$ cat src/rtl/prog_loader.sv
// Program-memory loader: parses a length-prefixed, XOR-checksummed byte stream into
// 16-bit word writes and holds the core in reset until the image verifies.
module prog_loader #(
  parameter int AW        = 10,
  parameter int MAX_WORDS = 1024
) (
  input  logic          clk,
  input  logic          reset,
  input  logic          start,
  input  logic          in_valid,
  input  logic [7:0]    in_data,
  output logic          in_ready,
  output logic          mem_we,
  output logic [AW-1:0] mem_addr,
  output logic [15:0]   mem_wd,
  output logic          cpu_reset,
  output logic          busy,
  output logic          done,
  output logic          err
);

  typedef enum logic [2:0] {
    S_IDLE, S_LEN_H, S_LEN_L, S_DATA_H, S_DATA_L, S_CHK, S_DONE, S_ERR
  } state_t;

  state_t      state, state_nx;
  logic [7:0]  len_h_q, hi_q, xsum;
  logic [10:0] nwords, wcnt, wcnt_inc, n_in;
  logic        len_bad, last_word;

  // Word count is always 11 bits in the stream, independent of AW.
  assign n_in      = {len_h_q[2:0], in_data};
  assign len_bad   = (len_h_q[7:3] != 5'd0) || (n_in == 11'd0) || (int'(n_in) > MAX_WORDS);
  assign wcnt_inc  = wcnt + 11'd1;
  assign last_word = (wcnt_inc == nwords);

  always_ff @(posedge clk or posedge reset) begin
    if (reset) state <= S_IDLE;
    else       state <= state_nx;
  end

  always_comb begin
    state_nx = state;
    in_ready = 1'b0;
    case (state)
      S_IDLE, S_DONE, S_ERR: if (start) state_nx = S_LEN_H;
      S_LEN_H: begin
        in_ready = 1'b1;
        if (in_valid) state_nx = S_LEN_L;
      end
      S_LEN_L: begin
        in_ready = 1'b1;
        if (in_valid) state_nx = len_bad ? S_ERR : S_DATA_H;
      end
      S_DATA_H: begin
        in_ready = 1'b1;
        if (in_valid) state_nx = S_DATA_L;
      end
      S_DATA_L: begin
        in_ready = 1'b1;
        if (in_valid) state_nx = last_word ? S_CHK : S_DATA_H;
      end
      S_CHK: begin
        in_ready = 1'b1;
        if (in_valid) state_nx = (in_data == xsum) ? S_DONE : S_ERR;
      end
      default: state_nx = S_IDLE;
    endcase
  end

  assign busy = in_ready;

  always_ff @(posedge clk or posedge reset) begin
    if (reset) begin
      len_h_q   <= '0;
      hi_q      <= '0;
      xsum      <= '0;
      nwords    <= '0;
      wcnt      <= '0;
      mem_we    <= 1'b0;
      mem_addr  <= '0;
      mem_wd    <= '0;
      cpu_reset <= 1'b0;
      done      <= 1'b0;
      err       <= 1'b0;
    end else begin
      mem_we <= 1'b0;
      case (state)
        S_IDLE, S_DONE, S_ERR: if (start) begin
          wcnt      <= '0;
          mem_addr  <= '0;
          xsum      <= '0;
          done      <= 1'b0;
          err       <= 1'b0;
          cpu_reset <= 1'b1;
        end
        S_LEN_H: if (in_valid) begin
          len_h_q <= in_data;
          xsum    <= xsum ^ in_data;
        end
        S_LEN_L: if (in_valid) begin
          nwords <= n_in;
          xsum   <= xsum ^ in_data;
          if (len_bad) err <= 1'b1;
        end
        S_DATA_H: if (in_valid) begin
          hi_q <= in_data;
          xsum <= xsum ^ in_data;
        end
        S_DATA_L: if (in_valid) begin
          mem_we   <= 1'b1;
          mem_addr <= wcnt[AW-1:0];
          mem_wd   <= {hi_q, in_data};
          wcnt     <= wcnt_inc;
          xsum     <= xsum ^ in_data;
        end
        S_CHK: if (in_valid) begin
          if (in_data == xsum) begin
            done      <= 1'b1;
            cpu_reset <= 1'b0;
          end else begin
            err       <= 1'b1;
          end
        end
        default: ;
      endcase
    end
  end

endmodule

$ cat config.mk
export PLATFORM = sky130hd
export DESIGN_NAME = prog_loader
export DESIGN_NICKNAME = d
export VERILOG_FILES = /design/src/rtl/prog_loader.sv
export SDC_FILE = /design/constraint.sdc
export NUM_CORES = 1
export LEC_CHECK = 0
export CAP_MARGIN = 20
export CORE_ASPECT_RATIO = 0.6
export CORE_MARGIN = 1.5
export CORE_UTILIZATION = 50
export DETAILED_ROUTE_END_ITERATION = 8
export PLACE_DENSITY = 0.8
export SYNTH_ARGS = -nofsm -noshare
export SYNTH_HDL_FRONTEND = slang
export SYNTH_SLANG_ARGS = --single-unit
$ cat constraint.sdc
create_clock -name clk -period 2.05 [get_ports clk]
set_input_delay 0.205 -clock clk [delete_from_list [all_inputs] [get_ports clk]]
set_output_delay 0.205 -clock clk [all_outputs]
set_load 0.01 [all_outputs]
==> metrics.csv <==
metric,value,unit
layout_common_cells,"78 x dfrtp_1, 77 x nand2_1, 41 x clkdlybuf4s50_1",
grt_antenna_before_repair,0,
mappedNetlistNets,395,
grt_usage,24.4,%
yosys_warnings,0,
setup_slack,55.8,ps
clk_pin_slew,60,ps
vdd_drop_max,0.000699,V
status,"complete, no violations",
finClkSkew,5.67,ps
area_growth_syn_to_layout,30.5,%
synth_area_per_cell,9.89,um2
htreeDepth,3,
ys_seq_area_share,52.3,%
cp.arrival,2190,ps
initial_core_util,51.8,%
first_pass_iters,5,
clockRootBuffer,clkbuf_16,
dp_slack,-74.6,ps
max_freq,0.501,GHz
routabilityCongestion,0.885,
wirelength,9230,um
crit_path_end_kind,flip-flop,
cts_buffer_depth,2,
fillers,572,
clk_latency,330,ps
leakage,2.23,nW
power.density,1290,nW/um2
crit_path_start_kind,flip-flop,
slew_violations,0,
cp.required,2250,ps
seq_area,1980,um2
worst-setup-path-type,flip-flop to flip-flop,
drc,0,
multi_input_area,1720,um2
period_minus_slack,1990,ps
ant_nets,0,
maxCapViolations,0,
hold_ws,280,ps
finalSetupViolCount,0,
coreArea,7300,um2
synth_edf_count,0,
synthArstFlopShare,100,%
r2r_slack,60,ps
clock_sinks,79,
drive_above_1_share,22.2,%
overflow,0,
dp_hpwl,6530,um
grt_max_degree,35,
tns,0,ps
ys_types,49,
ys.flop_type,dfrtp_1,
relSlewSlack,63.5,%
die_h,70.3,um
port_buffers,43,
vias,3080,
cts_tree,done,
via_per_inst,5.51,
cts-buffers-inserted,9,
wl_per_cell,16.5,um
die_area,8100,um2
first_iter_violations,265,
row_count,24,
fp.dieW,115,um
min_path_type,primary input to async pin,
finalHoldViolations,0,
synth-seq-cells,79,
final_nets,464,
synth.cell_area,3780,um2
antenna_cells,0,
path_max_fanout,4,
mostFrequentLayoutCell,dfrtp_1,
io_pins,44,
grt_pass1_vias,2915,
grt_pass1_wl,14800,um
synth_cells,382,
timing.final.crit_share,97.3,%
worst_pin_slew,547,ps
## state kept, by name, summed over array words and instances, names as in the netlist
| signal | cells |
|---|---|
| len_h_q | 8 |
| state | 3 |
| xsum | 8 |
| cpu_reset | 1 |
| mem_wd | 16 |
| mem_we | 1 |
| hi_q | 8 |
| nwords | 11 |
| err | 1 |
| done | 1 |
| mem_addr | 10 |
| wcnt | 11 |
## critical path, stage by stage (launching register included)
cell and delay (ps):
dfrtp_1 400, buf_4 160, and3_1 190, and3_4 210
xnor2_2 150, nand4_1 200, a2111oi_4 440, a21oi_1 120
## metrics by stage
stage | cells | utilization, % | total power, W | area, um2
final | 559 | 67.6 | 0.00637 | 4930
after global routing | 559 | 67.6 | 0.00674 | 4930
after CTS | 558 | 66.5 | 0.00637 | 4860
after detailed placement | 543 | 62.4 | 0.00474 | 4560
after global placement | 543 | 62.4 | 0.00465 | 4560
after floorplan | 382 | - | 0.00384 | 3780
## worst paths after layout
| check | startpoint | to | cells past startpoint |
|---|---|---|---|
| hold / removal | reset | hi_q[3] | 2 |
| max in group asynchronous | reset | wcnt[2] | 3 |
| hold reg to reg | hi_q[2] | mem_wd[10] | 2 |
| setup reg to reg | wcnt[1] | state[1] | 7 |
| setup / recovery | wcnt[1] | state[1] | 7 |
| min in group clk | hi_q[2] | mem_wd[10] | 2 |
## power breakdown
group	total, W	internal [W]	leakage (nW)	switching [W]
sequential	0.00246	0.00209	1.00	0.000367
clock	0.00159	0.00100	0.145	0.000594
combinational	0.00232	0.00119	1.08	0.00112
total	0.00637	0.00429	2.23	0.00209
## cells by family (layout without fill, tap and decap cells)
logic type	after synthesis	in the layout	synth area share (%)
AND/OR/NAND/NOR	154	154	19.1
flip-flops	79	79	52.3
AO/OA/AOI/OAI	66	66	11.5
buffers and inverters	33	106	3.54
multiplexers	29	29	8.61
XOR/XNOR	20	20	4.64
adder cells (fa/ha/maj)	1	1	0.331
## cell usage after synthesis (3+ instances only)
cell        n  share of area [%]
buf_2       5               0.66
nand3_1    20                2.6
o31ai_1     3               0.60
dfrtp_1    79                 52
nand2b_1    8                1.3
xor2_1      7                1.6
nor3b_1     7                1.4
nor2_1     18                1.8
clkbuf_1   17                1.7
nand2_1    78                7.7
o21ai_1     3               0.40
mux2_2     28                8.3
a21o_1      5               0.99
a21oi_1     6               0.79
nor3_1      4               0.53
o2bb2ai_1   4               0.93
nand4_1     3               0.50
inv_1       7               0.70
o21ai_0    28                3.7
xnor2_1    13                3.0
## final cells by class
type | instances | share of cell area (%)
multi-input combinational | 270 | 34.9
inverter | 8 | 0.685
clock inverter | 3 | 0.863
sequential | 79 | 40.1
clock buffer | 12 | 5.20
tap | 104 | 2.64
timing repair buffer | 83 | 15.6
## per-layer routing
metal / global-route usage (%) / up-vias / wire length (um)
met5: 0 / - / 0
met4: 7.41 / 0 / 144
met3: 6.77 / 15 / 635
met2: 34.9 / 116 / 4040
met1: 36.0 / 1501 / 4410
li1: - / 1448 / -
## repair_timing
action                     4_1_cts  5_1_grt
cloned                           0        0
buffers inserted                 0        1
hold buffers                     0        0
resized for setup                1       17
pin swaps                        0        5
setup endpoints to repair        2        5
Power figures use the tool's default switching activity.
